**src/rtl/multiplier_seq.sv**
```systemverilog
// multiplier_seq: iterative shift-add multiplier, W x W -> 2W.
// One accumulate-and-shift step per cycle over W cycles, with a
// start/busy/ready handshake and a per-operation signed/unsigned mode.
// Signed operands are converted to magnitudes on acceptance. The sign
// of the product is applied in the final cycle.
//
// Ports:
//   clk      rising-edge clock
//   rst_n    synchronous reset, active low (wins over start_i)
//   start_i  request a multiply, sampled only while busy_o = 0
//   sign_i   1 = two's-complement operands, 0 = unsigned
//   Data_A_i multiplicand (W bits)
//   Data_B_i multiplier (W bits)
//   busy_o   operation in progress
//   ready_o  one-cycle pulse: Data_S_o holds a new result
//   Data_S_o registered 2W-bit product, held until the next result
module multiplier_seq #(
    parameter int W = 24
) (
    input  logic             clk,
    input  logic             rst_n,
    input  logic             start_i,
    input  logic             sign_i,
    input  logic [W-1:0]     Data_A_i,
    input  logic [W-1:0]     Data_B_i,
    output logic             busy_o,
    output logic             ready_o,
    output logic [2*W-1:0]   Data_S_o
);
    localparam int CW = $clog2(W+1);

    typedef enum logic [1:0] {IDLE, CALC, FIN} state_t;

    state_t          state, state_nxt;
    logic [CW-1:0]   cnt;
    logic            neg;
    logic [W-1:0]    mcand;
    // {hi, lo} is the 2W-bit accumulator; lo starts out holding the
    // multiplier and is consumed from the bottom as product bits enter.
    logic [W-1:0]    hi, lo;
    logic [W:0]      sum;
    logic [W-1:0]    mag_a, mag_b;
    logic [2*W-1:0]  acc;

    // Magnitude of -2^(W-1) is 2^(W-1), which still fits W bits unsigned.
    assign mag_a = (sign_i & Data_A_i[W-1]) ? -Data_A_i : Data_A_i;
    assign mag_b = (sign_i & Data_B_i[W-1]) ? -Data_B_i : Data_B_i;

    // W+1-bit adder: the carry becomes the top accumulator bit after the shift.
    assign sum = {1'b0, hi} + (lo[0] ? {1'b0, mcand} : {(W+1){1'b0}});
    assign acc = {hi, lo};

    assign busy_o = (state != IDLE);

    always_ff @(posedge clk) begin
        if (!rst_n) state <= IDLE;
        else        state <= state_nxt;
    end

    always_comb begin
        state_nxt = state;
        case (state)
            IDLE:    if (start_i) state_nxt = CALC;
            // Counter reaches 0 on this edge: W-th iteration done.
            CALC:    if (cnt == CW'(1)) state_nxt = FIN;
            FIN:     state_nxt = IDLE;
            default: state_nxt = IDLE;
        endcase
    end

    always_ff @(posedge clk) begin
        if (!rst_n) begin
            cnt      <= '0;
            neg      <= 1'b0;
            mcand    <= '0;
            hi       <= '0;
            lo       <= '0;
            ready_o  <= 1'b0;
            Data_S_o <= '0;
        end else begin
            ready_o <= 1'b0;
            case (state)
                IDLE: begin
                    if (start_i) begin
                        neg   <= sign_i & (Data_A_i[W-1] ^ Data_B_i[W-1]);
                        mcand <= mag_a;
                        lo    <= mag_b;
                        hi    <= '0;
                        cnt   <= CW'(W);
                    end
                end
                CALC: begin
                    // {carry, hi, lo} >> 1 after the conditional add.
                    {hi, lo} <= {sum, lo[W-1:1]};
                    cnt      <= cnt - CW'(1);
                end
                FIN: begin
                    Data_S_o <= neg ? -acc : acc;
                    ready_o  <= 1'b1;
                end
                default: ;
            endcase
        end
    end

endmodule
```
**config.mk**
```make
export PLATFORM = sky130hd
export DESIGN_NAME = multiplier_seq
export DESIGN_NICKNAME = d
export VERILOG_FILES = /design/src/rtl/multiplier_seq.sv
export SDC_FILE = /design/constraint.sdc
export NUM_CORES = 1
export LEC_CHECK = 0
export CAP_MARGIN = 10
export CORE_MARGIN = 1
export CORE_UTILIZATION = 51
export DETAILED_ROUTE_END_ITERATION = 8
export PLACE_DENSITY = 0.78
export SLEW_MARGIN = 25
export SYNTH_ARGS = -nofsm -noshare
export SYNTH_HDL_FRONTEND = slang
export SYNTH_SLANG_ARGS = --single-unit
```
**constraint.sdc**
```tcl
create_clock -name clk -period 2.7 [get_ports clk]
set_clock_uncertainty 0.15 [all_clocks]
set_input_delay 0.405 -clock clk [delete_from_list [all_inputs] [get_ports clk]]
set_output_delay 0.405 -clock clk [all_outputs]
set_load 0.05 [all_outputs]
```
**After elaboration in Yosys (flattened, before gate mapping)**

Index checks and enable logic that the tools add are counted.

- Register bits: 129
- Logic and storage cells: 42

- Add/subtract/negate cells: 5
- Bitwise logic cells: 4
- Reduce and logical (&&, ||, !) cells: 6
- Mux-type cells: 14
- Equality and inequality tests: 5

Operator list:

| operator | count |
|---|---|
| two-way mux 24 bit | 5 |
| case mux 24 bit (2 select lines) | 2 |
| two-way mux 48 bit | 1 |
| negator 24 bit | 2 |
| negator 48 bit | 1 |
| adder 24 x 24 -> 25 bit | 1 |
| case mux 5 bit (2 select lines) | 1 |
| AND reduction 2 bit | 3 |
| equality test 5 x 1 -> 1 bit, second input constant | 1 |
| two-way mux 5 bit | 1 |
| subtractor 5 x 1 -> 5 bit, second input constant | 1 |
| two-way mux 2 bit | 2 |
| inequality test 2 bit, second input constant | 2 |
| case mux 2 bit (2 select lines) | 1 |
| nonzero test 2 bit | 2 |
| bitwise AND 1 bit | 3 |
| equality test 2 x 1 -> 1 bit, second input constant | 1 |
| equality test 2 bit, second input constant | 1 |
| zero test 2 bit | 1 |
| two-way mux 1 bit | 1 |
| XOR 1 bit | 1 |

**Depth between registers and ports, before layout**

- Word-level depth: 4
- Mapped depth: 11

**Worst setup path before layout**

No wires, ideal clock.

- Kind: reg2reg
- Start: register lo[23]
- End: register Data_S_o[47]
- Period minus slack after synthesis: 2945 ps
- Stages on the path, launching flop included: 9
- Path slack: -245 ps
- Data arrival time: 2674 ps
- Data required time: 2429 ps
- Library setup time: 121 ps
- Cell sequence: dfxtp_1 or4_4 or4_4 buf_6 or4_4 buf_6 o41ai_4 xor2_1 o21ai_1

- Word-level cells in the longest chain between the ends: 2

Ends and longest elaborated chain:

| element | RTL line | RTL |
|---|---|---|
| from (decl) | 40 | `logic [W-1:0] hi, lo;` |
| from (signal assigned) | 87 | `lo <= mag_b;` |
| from (signal assigned) | 94 | `{hi, lo} <= {sum, lo[W-1:1]};` |
| negator 48 bit | 98 | `Data_S_o <= neg ? -acc : acc;` |
| two-way mux 48 bit | 98 |  |
| to (signal assigned) | 98 |  |
| to (decl) | 28 | `output logic [2*W-1:0] Data_S_o` |

No other way between the ends.
A chain may end at the register's enable or synchronous reset.

**Worst setup path in the final report**

- Start: register lo[16]
- End: register Data_S_o[30]

Same word-level chain as after synthesis.

==> run summary <==
The flow ran to the end, but the final reports show violations. The checks that failed: setup timing. For this run, the top clock speed supported by timing is roughly 360 MHz. The relative slew slack is a little over three fifths. From left edge to right edge, the die measures approximately 130 um. The biggest cell delay along the critical path came out at 0.53 ns. The static leakage is between 4 and 5 nW.

Combinational logic burns 18.9% of the power. The DRC violations left is 0. The first global-routing pass estimated 34400 um of wire. Yosys printed 0 warnings. STA puts the critical path data arrival time at a little under 3 ns. Entering global routing, the biggest net connects between 60 and 70 pins. The number of clock buffers added by TritonCTS is 17.

The wire length reported by the detailed router came out at 21600 um. Clock-pin slew was measured on the worst setup and hold paths at around 0.06 ns. The count of endpoints failing hold in the final timing report is 0. The path class of the tightest hold or removal check is reg -> reg. Setup violations remaining at the end of the flow were counted as 5.

The switching power summed over all nets came out at approximately 1.5 mW. The share of total power dissipated in the clock network is 43.7%. The post-route worst setup slack came out at -0.0446 ns.

The number of antenna repair diodes came out at 0. The number of buffer cells added on primary ports came out at 101. The minimum period implied by the final worst setup slack came out at 2.74 ns.

The number of flops mapped to enable cells by yosys is 0. The area growth from synthesis to final layout came out at 35.3%. The effective utilization at floorplan is 53.2%. The placer congestion estimate is 0.910. Timing analysis after detailed placement gives a worst setup slack of -0.116 ns. The post-synthesis instance area came out at 7850 um^2.

Of the available clock period, the critical path in the final layout requires 102%. The boundary pin count came out at 102. In this run, synthesis produced a sequential element count of approximately 130. In the synthesized netlist the dominant register cell turns out to be sky130_fd_sc_hd__dfxtp_1.

The vias after detailed routing came out at 7842. The area of the placeable core came out at between 10000 and 15000 um^2. The power per cell area came out at 517 nW/um^2. The average routed wire per standard cell came out at 16.4 um. The post-synthesis area per instance came out at between 8 and 9 um^2. The via count of the first global-routing pass came out at between 6000 and 7000.

The number of max-cap violations came out at 0. For this run, the register share of the synthesized area comes to roughly 33%. The worst setup path is launched from a flop. The clock net sink count is 129.

The clock tree root driver cell is sky130_fd_sc_hd__clkbuf_16. The switching share of power is 26.5%. The buffer levels on the longest clock path is 2. The clock latency reported for the late side of the worst-skew pair came out at around 0.42 ns. The number of nets with antenna violations after detailed routing came out at 0.

The largest vdd supply drop is between 0.4 and 0.5 mV. The number of DRC markers after the initial detailed-route iteration came out at 744. The initial antenna violation count is 0. The critical path goes through or4_4 > or4b_4 > or3_4 > buf_12 > o31a_1 > xnor2_1 > a211oi_1. The slowest stage of the critical path is the sky130_fd_sc_hd__or4_4 cell. The number of nets produced by synthesis is between 1000 and 1500. The via density per instance came out at 5.95. The final setup TNS came out at -0.0942 ns. Global routing used 26.6% of the available tracks across all layers. The HPWL reported at the end of detailed placement is 15200 um.

The clock tree from TritonCTS is yes. For this run the aggregate overflow at the end of global routing stands at 0. Internal power comes to 4.04 mW. The H-tree was split into 4 levels. The floorplan has 44 rows. From bottom edge to top edge, the die measures 126 um. Measured on the finished design, the core utilization comes to 71.9%. The max-slew violation total from the final report came out at 0. The critical path in this run is classified as reg -> reg. The count of TritonRoute iterations in the first routing pass came out at 5. The number of cells produced by synthesis is 962. Setup repair after global routing could not meet its margin everywhere.

The design draws 5.49 mW. The transition time of the tightest slew-check pin came out at 0.557 ns. The worst setup path is captured at a flop. The layout cell share with drive strength beyond 1 is 16.8%. The number of nets in the layout came out at 1202. The required time at the endpoint of the critical path is 2.88 ns.

The count of cell types in the netlist is 65. The total die area came out at 15900 um^2. The maximum net fanout on the critical path came out at 6.

The share of total power dissipated in sequential elements is a little under two fifths. Of all flip-flops after synthesis, the portion carrying an async set or reset was 0%.
cells in the mapped netlist, types with 6 or more instances:
cell,instances,share of area (%)
sky130_fd_sc_hd__o211ai_1,6,0.57
sky130_fd_sc_hd__mux2i_1,6,0.77
sky130_fd_sc_hd__o31ai_1,20,1.9
sky130_fd_sc_hd__o41ai_1,14,1.6
sky130_fd_sc_hd__a211oi_1,52,5.0
sky130_fd_sc_hd__nand2_1,80,3.8
sky130_fd_sc_hd__or4_1,9,0.86
sky130_fd_sc_hd__dfxtp_1,129,33
sky130_fd_sc_hd__xor2_1,64,7.1
sky130_fd_sc_hd__nor3_1,18,1.1
sky130_fd_sc_hd__nor4_1,7,0.56
sky130_fd_sc_hd__nand3_1,17,1.1
sky130_fd_sc_hd__o21ai_0,64,4.1
sky130_fd_sc_hd__or3_1,18,1.4
sky130_fd_sc_hd__nor2_1,102,4.9
sky130_fd_sc_hd__a21oi_1,42,2.7
sky130_fd_sc_hd__and2_1,31,2.5
sky130_fd_sc_hd__a31oi_1,16,1.3
sky130_fd_sc_hd__inv_1,21,1.0
sky130_fd_sc_hd__xnor2_1,33,3.7
sky130_fd_sc_hd__ha_1,29,4.6
sky130_fd_sc_hd__nor2b_1,7,0.56
sky130_fd_sc_hd__a21o_1,8,0.77
sky130_fd_sc_hd__o21a_1,7,0.67
sky130_fd_sc_hd__clkbuf_1,55,2.6
sky130_fd_sc_hd__a222oi_1,18,2.3
cell type report:
| cell class | instances | area [um^2] |
|---|---|---|
| Timing Repair Buffer | 201 | 1820 |
| Fill cell | 1115 | 4140 |
| Sequential cell | 129 | 2590 |
| Inverter | 22 | 82.6 |
| Multi-Input combinational cell | 749 | 5270 |
| Tap cell | 184 | 230 |
| Clock inverter | 10 | 158 |
| Clock buffer | 22 | 464 |
registers in the layout, summed over array words and instances (netlist names):
register	count
lo	24
mcand	24
Data_S_o	48
ready_o	1
cnt	5
state	2
neg	1
hi	24
cells in the final DEF (no fill, tap or decap), types with 33 or more instances in the layout:
cell type	instances
sky130_fd_sc_hd__clkdlybuf4s50_1	101
sky130_fd_sc_hd__xnor2_1	33
sky130_fd_sc_hd__dfxtp_1	123
sky130_fd_sc_hd__nor2_1	102
sky130_fd_sc_hd__o21ai_0	53
sky130_fd_sc_hd__a211oi_1	49
sky130_fd_sc_hd__nand2_1	80
sky130_fd_sc_hd__buf_4	95
sky130_fd_sc_hd__xor2_1	64
sky130_fd_sc_hd__a21oi_1	39
routing by layer:
metal,part of all wire (%),GRT usage (%)
met1,48,38.2
met2,44,41.0
met3,5.7,4.08
met4,2.2,7.58
met5,0,0
cells by family after synthesis:
kind of cell | Yosys count | synth area share (%)
AO/OA/AOI/OAI | 291 | 26.1
XOR/XNOR | 97 | 10.8
adder cells (fa/ha/maj) | 30 | 4.88
buffers and inverters | 85 | 4.27
flip-flops | 129 | 32.9
multiplexers | 7 | 0.909
AND/OR/NAND/NOR | 323 | 20.0
worst max-delay path: cells and delay by family (launching register included):
kind / cells / cell delay (ns)
AND/OR/NAND/NOR: 3 / 1.42
flip-flops: 1 / 0.31
AO/OA/AOI/OAI: 2 / 0.48
buffers and inverters: 1 / 0.17
XOR/XNOR: 1 / 0.13
final timing paths:
kind,cells after the start,slack [ns],end,start
setup / recovery,7,-0.04,Data_S_o[30],lo[16]
hold / removal,2,0.30,Data_S_o[36],Data_S_o[36]
setup reg to reg,7,-0.04,Data_S_o[30],lo[16]
hold reg to reg,2,0.30,Data_S_o[36],Data_S_o[36]
timing repair:
item | CTS | global route
gates resized for setup | 6 | 51
endpoints found under the setup margin | 17 | 28
pin swaps | 4 | 12
gates cloned | 0 | 2
endpoints found under the hold margin | 0 | 0
hold buffers | 0 | 0
buffers inserted | 0 | 1
per-stage QoR:
stage	instances	instance area (um^2)	hold slack, ns
after floorplan	962	7910	0.277
after global placement	1282	9660	0.285
after detailed placement	1282	9660	0.292
after CTS	1314	10300	0.305
after global routing	1317	10600	0.317
final	1317	10600	0.295
power by group through the flow:
stage	logic, mW	registers (mW)	clock network (mW)
after CTS	0.959	2.05	2.42
after global placement	0.923	2.09	0
final	1.04	2.06	2.40
after detailed placement	0.940	2.09	0
after global routing	1.13	2.07	2.50
after floorplan	0.568	2.10	0
Note: power is estimated with default switching activity, not from simulation.
